$ cat config.mk
export PLATFORM = sky130hd
export DESIGN_NAME = bresenham_3d_stream
export DESIGN_NICKNAME = d
export VERILOG_FILES = /design/src/rtl/bresenham_3d_stream.sv
export SDC_FILE = /design/constraint.sdc
export NUM_CORES = 1
export LEC_CHECK = 0
export CAP_MARGIN = 30
export CORE_ASPECT_RATIO = 0.75
export CORE_UTILIZATION = 50
export DETAILED_ROUTE_END_ITERATION = 8
export MAX_ROUTING_LAYER = met4
export PLACE_DENSITY = 0.78
export SETUP_SLACK_MARGIN = 0.05
export SLEW_MARGIN = 30
export SYNTH_ARGS = -nofsm -noshare
export SYNTH_HDL_FRONTEND = slang
export SYNTH_SLANG_ARGS = --single-unit
export TNS_END_PERCENT = 50
$ cat constraint.sdc
create_clock -name i_clk -period 14.5 [get_ports i_clk]
set_input_delay 2.9 -clock i_clk [delete_from_list [all_inputs] [get_ports i_clk]]
set_output_delay 2.9 -clock i_clk [all_outputs]
set_load 0.03 [all_outputs]
$ cat src/rtl/bresenham_3d_stream.sv
// Purpose: streaming 3-axis Bresenham line generator; emits every point (start and end inclusive) with per-axis step/dir flags.
// Latency: i_start sampled at edge N, first point valid after edge N+3; then one point per cycle at full ready.
// Backpressure: valid/ready on the point port; payload held stable while o_pt_valid && !i_pt_ready; no point buffer.
//
// Ports:
//   i_clk, i_reset_n            clock, asynchronous active-low reset
//   i_x0/i_y0/i_z0, i_x1/...    signed line endpoints, captured when i_start is accepted in IDLE
//   i_start, i_abort            load a new line / abandon the current one (abort wins over start)
//   o_busy                      high whenever a line is being set up or emitted
//   o_pt_x/y/z, o_pt_valid      current point and its valid
//   i_pt_ready, o_pt_last       downstream accept, endpoint marker
//   o_step_en, o_step_dir       {z,y,x} moved-this-point flags and negative-direction flags
module bresenham_3d_stream #(
    parameter int P_COORD_W = 16
) (
    input  logic                        i_clk,
    input  logic                        i_reset_n,
    input  logic signed [P_COORD_W-1:0] i_x0,
    input  logic signed [P_COORD_W-1:0] i_y0,
    input  logic signed [P_COORD_W-1:0] i_z0,
    input  logic signed [P_COORD_W-1:0] i_x1,
    input  logic signed [P_COORD_W-1:0] i_y1,
    input  logic signed [P_COORD_W-1:0] i_z1,
    input  logic                        i_start,
    input  logic                        i_abort,
    output logic                        o_busy,
    output logic signed [P_COORD_W-1:0] o_pt_x,
    output logic signed [P_COORD_W-1:0] o_pt_y,
    output logic signed [P_COORD_W-1:0] o_pt_z,
    output logic                        o_pt_valid,
    input  logic                        i_pt_ready,
    output logic                        o_pt_last,
    output logic [2:0]                  o_step_en,
    output logic [2:0]                  o_step_dir
);

    // Deltas need one extra bit so a full-range span cannot overflow;
    // errors hold 2*delta plus a sign bit.
    localparam int DW = P_COORD_W + 1;
    localparam int EW = P_COORD_W + 3;

    typedef enum logic [1:0] {
        S_IDLE   = 2'd0,
        S_SETUP  = 2'd1,
        S_SELECT = 2'd2,
        S_RUN    = 2'd3
    } state_t;

    state_t                        state_q, state_d;
    logic [2:0][P_COORD_W-1:0]     p0_q, p0_d;      // start point, index 0=x 1=y 2=z
    logic [2:0][P_COORD_W-1:0]     p1_q, p1_d;      // end point
    logic [2:0][DW-1:0]            dlt_q, dlt_d;    // |delta| per axis
    logic [2:0]                    dir_q, dir_d;    // 1 = axis moves negative
    logic [2:0]                    maj_q, maj_d;    // one-hot major axis
    logic [DW-1:0]                 dmaj_q, dmaj_d;  // delta of the major axis
    logic [DW-1:0]                 cnt_q, cnt_d;    // points emitted after the start point
    logic [2:0][EW-1:0]            err_q, err_d;    // signed error per axis (major entry unused)
    logic [2:0][P_COORD_W-1:0]     pt_q, pt_d;
    logic                          pt_valid_q, pt_valid_d;
    logic                          pt_last_q, pt_last_d;
    logic [2:0]                    step_en_q, step_en_d;
    logic [2:0]                    step_dir_q, step_dir_d;

    logic [DW-1:0]                 diff;
    logic [DW-1:0]                 dm_sel;
    logic [EW-1:0]                 err_tmp;

    always_comb begin
        state_d    = state_q;
        p0_d       = p0_q;
        p1_d       = p1_q;
        dlt_d      = dlt_q;
        dir_d      = dir_q;
        maj_d      = maj_q;
        dmaj_d     = dmaj_q;
        cnt_d      = cnt_q;
        err_d      = err_q;
        pt_d       = pt_q;
        pt_valid_d = pt_valid_q;
        pt_last_d  = pt_last_q;
        step_en_d  = step_en_q;
        step_dir_d = step_dir_q;
        diff       = '0;
        dm_sel     = '0;
        err_tmp    = '0;

        case (state_q)
            S_IDLE: begin
                if (i_start && !i_abort) begin
                    p0_d    = {i_z0, i_y0, i_x0};
                    p1_d    = {i_z1, i_y1, i_x1};
                    state_d = S_SETUP;
                end
            end

            S_SETUP: begin
                for (int k = 0; k < 3; k++) begin
                    // Sign-extend both ends so the subtraction is exact.
                    diff     = {p1_q[k][P_COORD_W-1], p1_q[k]} - {p0_q[k][P_COORD_W-1], p0_q[k]};
                    dir_d[k] = diff[DW-1];
                    dlt_d[k] = diff[DW-1] ? (DW'(0) - diff) : diff;
                end
                state_d = S_SELECT;
            end

            S_SELECT: begin
                // Ties favour x, then y, then z.
                if (dlt_q[0] >= dlt_q[1] && dlt_q[0] >= dlt_q[2]) begin
                    maj_d  = 3'b001;
                    dm_sel = dlt_q[0];
                end else if (dlt_q[1] >= dlt_q[2]) begin
                    maj_d  = 3'b010;
                    dm_sel = dlt_q[1];
                end else begin
                    maj_d  = 3'b100;
                    dm_sel = dlt_q[2];
                end
                dmaj_d = dm_sel;
                for (int k = 0; k < 3; k++) begin
                    err_d[k] = {1'b0, dlt_q[k], 1'b0} - {2'b00, dm_sel};
                end
                cnt_d   = '0;
                state_d = S_RUN;
            end

            S_RUN: begin
                if (!pt_valid_q) begin
                    // First RUN cycle: present the start point.
                    pt_valid_d = 1'b1;
                    pt_d       = p0_q;
                    step_en_d  = 3'b000;
                    step_dir_d = dir_q;
                    pt_last_d  = (dmaj_q == '0);
                end else if (i_pt_ready) begin
                    if (pt_last_q) begin
                        state_d    = S_IDLE;
                        pt_valid_d = 1'b0;
                        pt_last_d  = 1'b0;
                        step_en_d  = 3'b000;
                    end else begin
                        cnt_d     = cnt_q + DW'(1);
                        pt_last_d = ((cnt_q + DW'(1)) == dmaj_q);
                        step_en_d = 3'b000;
                        for (int k = 0; k < 3; k++) begin
                            if (maj_q[k]) begin
                                pt_d[k]      = pt_q[k] + (dir_q[k] ? {P_COORD_W{1'b1}} : P_COORD_W'(1));
                                step_en_d[k] = 1'b1;
                            end else begin
                                err_tmp = err_q[k];
                                if (!err_tmp[EW-1]) begin
                                    pt_d[k]      = pt_q[k] + (dir_q[k] ? {P_COORD_W{1'b1}} : P_COORD_W'(1));
                                    step_en_d[k] = 1'b1;
                                    err_tmp      = err_tmp - {1'b0, dmaj_q, 1'b0};
                                end
                                err_d[k] = err_tmp + {1'b0, dlt_q[k], 1'b0};
                            end
                        end
                    end
                end
            end

            default: state_d = S_IDLE;
        endcase

        // Abort overrides everything, including a handshake in the same cycle.
        if (i_abort && state_q != S_IDLE) begin
            state_d    = S_IDLE;
            pt_valid_d = 1'b0;
            pt_last_d  = 1'b0;
            step_en_d  = 3'b000;
        end
    end

    always_ff @(posedge i_clk or negedge i_reset_n) begin
        if (!i_reset_n) begin
            state_q    <= S_IDLE;
            p0_q       <= '0;
            p1_q       <= '0;
            dlt_q      <= '0;
            dir_q      <= '0;
            maj_q      <= '0;
            dmaj_q     <= '0;
            cnt_q      <= '0;
            err_q      <= '0;
            pt_q       <= '0;
            pt_valid_q <= 1'b0;
            pt_last_q  <= 1'b0;
            step_en_q  <= '0;
            step_dir_q <= '0;
        end else begin
            state_q    <= state_d;
            p0_q       <= p0_d;
            p1_q       <= p1_d;
            dlt_q      <= dlt_d;
            dir_q      <= dir_d;
            maj_q      <= maj_d;
            dmaj_q     <= dmaj_d;
            cnt_q      <= cnt_d;
            err_q      <= err_d;
            pt_q       <= pt_d;
            pt_valid_q <= pt_valid_d;
            pt_last_q  <= pt_last_d;
            step_en_q  <= step_en_d;
            step_dir_q <= step_dir_d;
        end
    end

    assign o_busy     = (state_q != S_IDLE);
    assign o_pt_x     = pt_q[0];
    assign o_pt_y     = pt_q[1];
    assign o_pt_z     = pt_q[2];
    assign o_pt_valid = pt_valid_q;
    assign o_pt_last  = pt_last_q;
    assign o_step_en  = step_en_q;
    assign o_step_dir = step_dir_q;

endmodule

==> results of run 1 <==
[final cells by class]
cell class / instances / area [µm²] / area share
Multi-Input combinational cell: 2373 / 16750 / 0.5817
Sequential cell: 299 / 7483 / 0.2599
Timing Repair Buffer: 183 / 1783 / 0.06192
Inverter: 238 / 893.4 / 0.03103
Clock buffer: 38 / 832.0 / 0.02890
Tap cell: 657 / 822.0 / 0.02855
Clock inverter: 19 / 226.5 / 0.007865
Antenna cell: 2 / 5.005 / 0.0001738
[critical path, stage by stage]
cell and delay (ps):
clkdlybuf4s50_1 550, nand2b_1 130, or3_1 590, nand2_1 550
nand2_1 680, nor2_1 590, nand2_1 100, mux2i_1 150
a211o_1 120
[kinds of logic (layout without fill, tap and decap cells)]
logic type      count (synthesis)  count (layout)  synth area share
simple gates                  786             786            0.1424
mux                           156             156           0.06638
compound gates                873             873            0.2065
fa+ha+maj                     311             311            0.1558
other cells                     0               2                 0
buf+inv                       337             478           0.05011
xor+xnor                      247             247           0.08495
flops                         299             299            0.2938
[cells in the final DEF (no fill, tap or decap), types with 57 or more instances in the layout]
master and instances:
mux2_2 100, clkdlybuf4s50_1 156, nor2_1 225, o21ai_0 291
dfrtp_1 298, a21oi_1 269, nand2_1 261, ha_1 291
inv_1 236, nor3_1 57, xnor2_1 197
[per-layer routing]
metal,vias up,GRT usage,wire length (µm)
met4,0,0.07647,1870
li1,10890,-,-
met2,859,0.4277,30620
met1,10590,0.3865,32070
met3,159,0.04924,6660
met5,-,-,0
[per-stage QoR]
| step | std cells | setup WS (ps) | area, µm² |
|---|---|---|---|
| detailed placement | 3749 | 8183 | 27700 |
| finish | 3809 | 8665 | 28790 |
| global route | 3808 | 8344 | 28790 |
| global placement | 3749 | 8386 | 27690 |
| CTS | 3806 | 8768 | 28760 |
| floorplan | 3009 | 9900 | 25470 |
[state kept, by name (all words and copies together), names as in the netlist, 2 cells and up]
name / count
dmaj_q: 17
cnt_q: 17
err_q: 54
maj_q: 3
o_step_en: 3
dir_q: 3
o_pt_z: 16
p1_q: 48
o_pt_y: 16
o_pt_x: 16
p0_q: 48
dlt_q: 51
state_q: 2
o_step_dir: 3
[path summary, 6_finish.rpt]
kind,to,slack (ps),cells past startpoint
hold reg to reg,err_q[1],480,2
setup reg to reg,err_q[16],8720,19
setup / recovery,err_q[37],8660,9
max in group asynchronous,err_q[52],9920,3
min in group asynchronous,o_pt_x[5],2330,1
hold / removal,err_q[1],480,2
==> results.ini, run 1 <==
[floorplan]
die_area_mm2=0.05185
core-area_mm2=0.05019
die_w_um=262.6
initial_utilization=0.5074
die-height_um=197.5
row_count=71
ios=158

[finish]
syn_to_final_growth_pct=13.06
fillers=4352
nNetsFinal=3532
final_core_util=0.5737
layout-drive-gt1-share=0.06762

[timing]
max_freq_ghz=0.1714
hold_slack_ps=483.1
min_period_ps=5835
tns_ps=0
finalSetupViolations=0
finClkSkew_ps=26.97
hold_violations=0
drv_slew=0
period_share=0.4024
rsz0062_at_grt=no
relSlewSlack=0.2403
tightest_slew_ps=1128

[yosys]
avgSynthCellArea_um2=8.464
ys_types=79
syn_inst=3009
synthArstFlopShare=1.000
yosysMostFrequentCell=dfrtp_1
synth_common_cells=299 x dfrtp_1, 296 x o21ai_0, 293 x ha_1
synth_top_cell_by_area=dfrtp_1
synth_seq_cells=299
yosysWarningCount=0
synth_nets=3415
ys_seq_area_frac=0.2938
synth_edf_count=0
ys.flop_type=dfrtp_1
syn_area_mm2=0.02547
synth.area.top_cells=dfrtp_1 29%, ha_1 14%, xnor2_1 6.8%
synth.top_cell.area_share=0.2938

[grt]
grt_pass1_wl_um=114400
antenna_found_initial=1
grt_max_degree=104
overflow=0
grt_usage=0.2818
grt_pass1_vias=21370

[routing]
drt_pass1_iterations=6
ant_nets=0
routed_via_density=5.908
detail_route.wl_per_cell_um=18.70
drcViolationCount=0
via_count=22500
first_iter_violations=2092
wirelength_um=71220

[critical_path]
end_kind=flop
r2r_start=dlt_q[44]
crit_required_ps=15050
cp.arrival_ps=6380
worstSetupStartpoint=i_pt_ready
path_class=in -> reg
start_kind=input port
crit_fanout=26

[clock_tree]
h-tree-depth=1
cts_resized=0
cts_tree=yes
clk_latency_ps=610
cts-root-buf=clkbuf_16
clk_pin_slew_ps=70
clk_path_buf_depth=3
post_cts_buffers=0
clkSinkCount=299
cts_hold_buffers=0
cts_buffers=31

[hold_path]
worstHoldPathType=reg -> reg
worstHoldStart=err_q[1]

[place]
port_buffers=157
detailed_place_hpwl_um=53270
gp_congestion=0.9859

[outcome]
outcome=finished clean

[flow_run]
cap_violations=0

Power of run 1 is left out: the tool's default activity adds up to more than one toggle a clock period on the data nets, which glitch-free logic cannot reach.
==> inputs of run 2 (changes only) <==
PLACE_DENSITY = 0.81   (was 0.78)
clock period = 4.75 ns   (was 14.5 ns; I/O delays follow)
==> run 2 against run 1 <==
Sequential share of layout area shrank 1.6 points; die area is the same; setup slack lost 8400 ps; core utilization grew 3.8 points; clock skew grew 4.8 ps; routed wire length grew 8.2%; count of clock-buffer cells in the layout grew 4; highest routed layer unchanged.
==> results.ini, run 2 (same netlist as run 1, synthesis figures left out) <==
[critical_path]
cp.arrival_ps=5010  ; -1370 ps
crit_fanout=6  ; -77%
end_kind=flop
path_buf_inv=7  ; +6
critical_path_depth=23  ; +14
crit_required_ps=5250  ; -9800 ps
critPathTopFamily=buffers and inverters
r2r_cells=23  ; +4
crit_top_cell=buf_4
path_class=reg -> reg
start_kind=flop
max_stage_delay_ps=450  ; -230 ps
ff2ff_setup_slack_ps=230  ; -8490 ps
cpMaxStageDelayCell=dfrtp_1
path_cells=buf_4, ha_1, and4_1, nor3b_2, a21oi_1, o211ai_1, o211ai_4, buf_8, buf_4, buf_4, o211ai_1, o21ai_0, buf_4, ha_1, nand4_1, buf_4, o211ai_1, a22o_1, nor3_1, buf_4, o21bai_1, mux2i_1, nand3_1

[finish]
largest-register=err_q
syn_to_final_growth_pct=20.61
nNetsFinal=3731  ; +5.6%
final_common_cell=dfrtp_1
largest_reg_flops=54  ; unchanged
largest_registers=err_q (54), dlt_q (51)
final_core_util=0.6119  ; +0.03829
final_cell_mix=296 x dfrtp_1, 286 x ha_1, 272 x o21ai_0
layout-drive-gt1-share=0.1415  ; +0.07387

[clock_tree]
clk_path_buf_depth=3  ; unchanged
h-tree-depth=1  ; unchanged
clk_pin_slew_ps=60  ; about the same
cts_tree=yes
cts_hold_buffers=0  ; unchanged
cts_buffers=31  ; unchanged
cts-root-buf=clkbuf_16
clkSinkCount=299  ; unchanged
clk_latency_ps=630  ; +20 ps

[routing]
wirelength_um=77040  ; +8.2%
drt_pass1_iterations=6  ; unchanged
ant_nets=0  ; unchanged
detail_route.wl_per_cell_um=19.22  ; +2.8%
first_iter_violations=2339  ; +12%
routed_via_density=5.825  ; -1.4%
drcViolationCount=0  ; unchanged
via_count=23350  ; +3.8%

[floorplan]
row_count=71  ; unchanged
core-area_mm2=0.05019  ; unchanged
initial_utilization=0.5074  ; unchanged
ios=158  ; unchanged
die_w_um=262.6  ; unchanged
die_area_mm2=0.05185  ; unchanged
die-height_um=197.5  ; unchanged

[grt]
grt_pass1_wl_um=120200  ; +5.1%
overflow=0  ; unchanged
grt_usage=0.2998  ; +0.01797
grt_pass1_vias=21920  ; +2.6%
grt_max_degree=125  ; +20%
antenna_found_initial=2  ; +1

[timing]
finalSetupViolations=0  ; unchanged
hold_violations=0  ; unchanged
finClkSkew_ps=31.82  ; +4.842 ps
tightest_slew_ps=1116  ; -11.69 ps
max_freq_ghz=0.2214
min_period_ps=4516
relSlewSlack=0.2560  ; +0.01574
period_share=0.9507
rsz0062_at_grt=yes
drv_slew=0  ; unchanged

[place]
port_buffers=157  ; unchanged
gp_congestion=1.017  ; +3.1%
detailed_place_hpwl_um=58270  ; +9.4%

[hold_path]
worstHoldPathType=in -> async

[flow_run]
cap_violations=0  ; unchanged

[outcome]
outcome=finished clean

==> run 2: layer usage <==
layer / share of wire / GRT usage / vias up
met4: 0.021 / 0.05839 / 0
met5: 0 / - / -
met2: 0.42 / 0.4423 / 883
li1: - / - / 11280
met1: 0.47 / 0.4257 / 11070
met3: 0.089 / 0.05896 / 121
==> run 2: final timing paths <==
| kind | start | end |
|---|---|---|
| setup / recovery | dlt_q[8] | err_q[36] |
| setup reg to reg | dlt_q[8] | err_q[36] |
| max in group asynchronous | i_reset_n | err_q[51] |
| hold reg to reg | o_step_dir[2] | o_step_dir[2] |
| min in group i_clk | o_step_dir[2] | o_step_dir[2] |
| hold / removal | i_reset_n | p1_q[30] |
==> run 2: area by class of cell <==
class | count | area [µm²]
clock buffers | 42 | 877.1
multi-input cells | 2373 | 17040
fillers | 4152 | 19480
well taps | 657 | 822.0
repair buffers | 382 | 3361
inverters | 238 | 895.9
clock inverters | 16 | 230.2
flip-flops and latches | 299 | 7486
diodes | 2 | 5.005
==> run 2: what timing repair did <==
| item | 4_1_cts | 5_1_grt |
|---|---|---|
| setup buffers | 0 | 9 |
| pin swaps | 0 | 45 |
| endpoints found under the setup margin | 5 | 24 |
| gates cloned | 0 | 1 |
| gates resized for setup | 6 | 98 |
==> run 2: per-stage QoR <==
stage	cells	instance area [µm²]	setup TNS (ps)	setup WS (ps)	hold slack [ps]
finish	4009	30710	0	234.2	221.4
global route	4009	30710	-32.97	-32.97	251.5
global placement	3938	29160	0	58.18	466.4
detailed placement	3938	29160	-241.9	-85.85	475.7
floorplan	3009	25470	0	150.5	449.8
CTS	3996	30290	0	0.5058	490.3
Power of run 2 is left out for the same reason.
==> inputs of run 3 (changes only) <==
ABC_AREA = 1   (was unset)
GPL_ROUTABILITY_DRIVEN = 0   (was unset)
PLACE_DENSITY = 0.78   (was 0.81)
clock period = 5.3 ns   (was 4.75 ns; I/O delays follow)
==> run 3 against run 2 <==
Global-route usage up 0.060 points; non-clock buffer count down 188; clock skew down 11 ps; core utilization down 3.6 points; die area up 5.5%; fmax down 7.2%; critical endpoint is now err_q[49]; largest cell class unchanged.
==> results.ini, run 3 <==
[clock_tree]
clk_latency_ps=550  ; -80 ps
cts_resized=0  ; -6
cts_tree=yes
clkSinkCount=299  ; unchanged
cts-root-buf=clkbuf_16
h-tree-depth=2  ; +1
cts_hold_buffers=0  ; unchanged
cts_buffers=34  ; +9.7%
clk_pin_slew_ps=60  ; about the same
post_cts_buffers=0  ; unchanged
clk_path_buf_depth=3  ; unchanged

[critical_path]
cp.arrival_ps=5330  ; +320 ps
path_class=reg -> reg
crit_fanout=21  ; +15
crit_required_ps=5760  ; +510 ps
cpMaxStageDelayCell=o221ai_1
path_buf_inv=1  ; -6
critical_path_depth=21  ; -8.7%
end_kind=flop
r2r_cells=21  ; -8.7%
max_stage_delay_ps=900  ; +450 ps
start_kind=flop
path_cells=inv_1, ha_1, nand2_1, nor2_2, nand3_1, nor2_1, nor2_1, nand3_2, nand2_4, nand2_1, o221ai_1, ha_1, nand3_1, nand2_1, a31oi_1, nand2_2, nand2_1, nand2_1, nand2_1, nand3_1, a21oi_1
crit_top_cell=nand2_1
critPathTopFamily=simple AND/OR/NAND/NOR gates

[grt]
overflow=0  ; unchanged
antenna_found_initial=3  ; +1
grt_pass1_vias=23930  ; +9.2%
grt_usage=0.3004  ; +0.0005996
grt_pass1_wl_um=128900  ; +7.3%
grt_max_degree=108  ; -14%

[finish]
nNetsFinal=4284  ; +15%
final_common_cell=nand2_1
syn_to_final_growth_pct=13.70
multi_input_area_mm2=0.01744  ; +2.4%
largest-register=err_q
regArea_mm2=0.007482  ; about the same
fillers=4847  ; +17%
final_cell_mix=800 x nand2_1, 427 x inv_1, 407 x a21oi_1
largest_registers=err_q (54), dlt_q (51)
largest_reg_flops=54  ; unchanged
instances_no_fill=4616  ; +15%
layout-drive-gt1-share=0.06612  ; -0.07537
final_core_util=0.5758  ; -0.03610

[yosys]
yosysWarningCount=0  ; unchanged
synth_edf_count=0  ; unchanged
syn_area_mm2=0.02688  ; +5.5%
synth_seq_cells=299  ; unchanged
ys_seq_area_frac=0.2784  ; -0.01541
ys_types=67  ; -15%
synth_common_cells=800 x nand2_1, 430 x inv_1, 410 x a21oi_1
synth_top_cell_by_area=dfrtp_1
synth_nets=4145  ; +21%
avgSynthCellArea_um2=7.188  ; -15%
syn_inst=3739  ; +24%
synth.top_cell.area_share=0.2784  ; -0.01541
synth.area.top_cells=dfrtp_1 28%, ha_1 14%, nand2_1 11%
ys.flop_type=dfrtp_1
yosysMostFrequentCell=nand2_1
synthArstFlopShare=1.000  ; unchanged

[timing]
finClkSkew_ps=21.03  ; -10.78 ps
tns_ps=0  ; unchanged
min_period_ps=4866  ; +350.4 ps
rsz0062_at_grt=no
drv_slew=0  ; unchanged
tightest_slew_ps=1018  ; -97.55 ps
max_freq_ghz=0.2055  ; -7.2%
finalSetupViolations=0  ; unchanged
relSlewSlack=0.3210  ; +0.06503
period_share=0.9181  ; -0.03255
hold_violations=0  ; unchanged

[floorplan]
die-height_um=202.8  ; +2.7%
initial_utilization=0.5065  ; -0.0009192
die_w_um=269.7  ; +2.7%
ios=158  ; unchanged
row_count=73  ; +2.8%
die_area_mm2=0.05469  ; +5.5%
core-area_mm2=0.05307  ; +5.7%

[routing]
wirelength_um=81080  ; +5.2%
drcViolationCount=0  ; unchanged
via_count=26510  ; +14%
ant_nets=0  ; unchanged
detail_route.wl_per_cell_um=17.56  ; -8.6%
first_iter_violations=2605  ; +11%
routed_via_density=5.742  ; -1.4%
drt_pass1_iterations=6  ; unchanged

[place]
placed_cells=4553  ; +16%
port_buffers=157  ; unchanged
detailed_place_hpwl_um=62210  ; +6.8%

[hold_path]
holdPathStages=2
worstHoldPathType=reg -> reg

[outcome]
outcome=finished clean

[flow_run]
cap_violations=0  ; unchanged

[run 3: cell types whose count changed after synthesis, sizes merged, moves of 50 or more]
cell / change
mux2i: -56
xor2: +77
a21oi: +144
nor2: +70
nand3: +166
xnor2: -149
inv: +199
nor2b: -50
mux2: -52
nand2: +568
[run 3: metrics by stage]
| step | instance area (µm²) | hold slack [ps] | worst slack [ps] |
|---|---|---|---|
| 2_1_floorplan | 26880 | 453.0 | 1619 |
| 3_3_place_gp | 29330 | 455.9 | 677.1 |
| 3_5_place_dp | 29340 | 459.2 | 698.4 |
| 4_1_cts | 30530 | 483.4 | 653.9 |
| 5_1_grt | 30560 | 522.2 | 214.1 |
| 6_report | 30560 | 482.9 | 433.9 |
[run 3: logic make-up (layout without fill, tap and decap cells)]
| kind of cell | count (synthesis) | after routing | share of synthesized area |
|---|---|---|---|
| buf+inv | 529 | 692 | 0.07462 |
| mux | 48 | 48 | 0.02011 |
| fa+ha+maj | 305 | 305 | 0.1453 |
| simple gates | 1463 | 1463 | 0.2346 |
| other cells | 0 | 2 | 0 |
| compound gates | 920 | 920 | 0.1893 |
| xor+xnor | 175 | 175 | 0.05759 |
| flops | 299 | 299 | 0.2784 |
[run 3: final timing paths]
| path | from | to | slack, ps |
|---|---|---|---|
| worst min-delay path | o_step_en[0] | o_step_en[0] | 480 |
| max in group asynchronous | i_reset_n | err_q[31] | 3630 |
| min in group asynchronous | i_reset_n | o_pt_z[15] | 600 |
| worst min register to register | o_step_en[0] | o_step_en[0] | 480 |
| worst max register to register | dlt_q[33] | err_q[49] | 430 |
| worst max-delay path | dlt_q[33] | err_q[49] | 430 |
[run 3: cell type report]
class	instances	area share
Timing Repair Buffer	194	0.06215
Antenna cell	2	0.0001638
Clock inverter	18	0.007616
Clock buffer	42	0.03149
Multi-Input combinational cell	2911	0.5708
Sequential cell	299	0.2449
Inverter	438	0.05380
Tap cell	712	0.02915
[run 3: tightest hold or removal path, stage by stage (launching register included)]
cell and delay, ps:
dfrtp_1 350, nand2_1 60, nand2_1 50
[run 3: routing by layer]
metal	global-route usage	wire [µm]	vias up
li1	-	-	12900
met1	0.4201	36180	12180
met2	0.4291	33420	1227
met3	0.07428	8973	194
met4	0.08157	2507	0
met5	-	0	-
Power of run 3 is left out for the same reason.
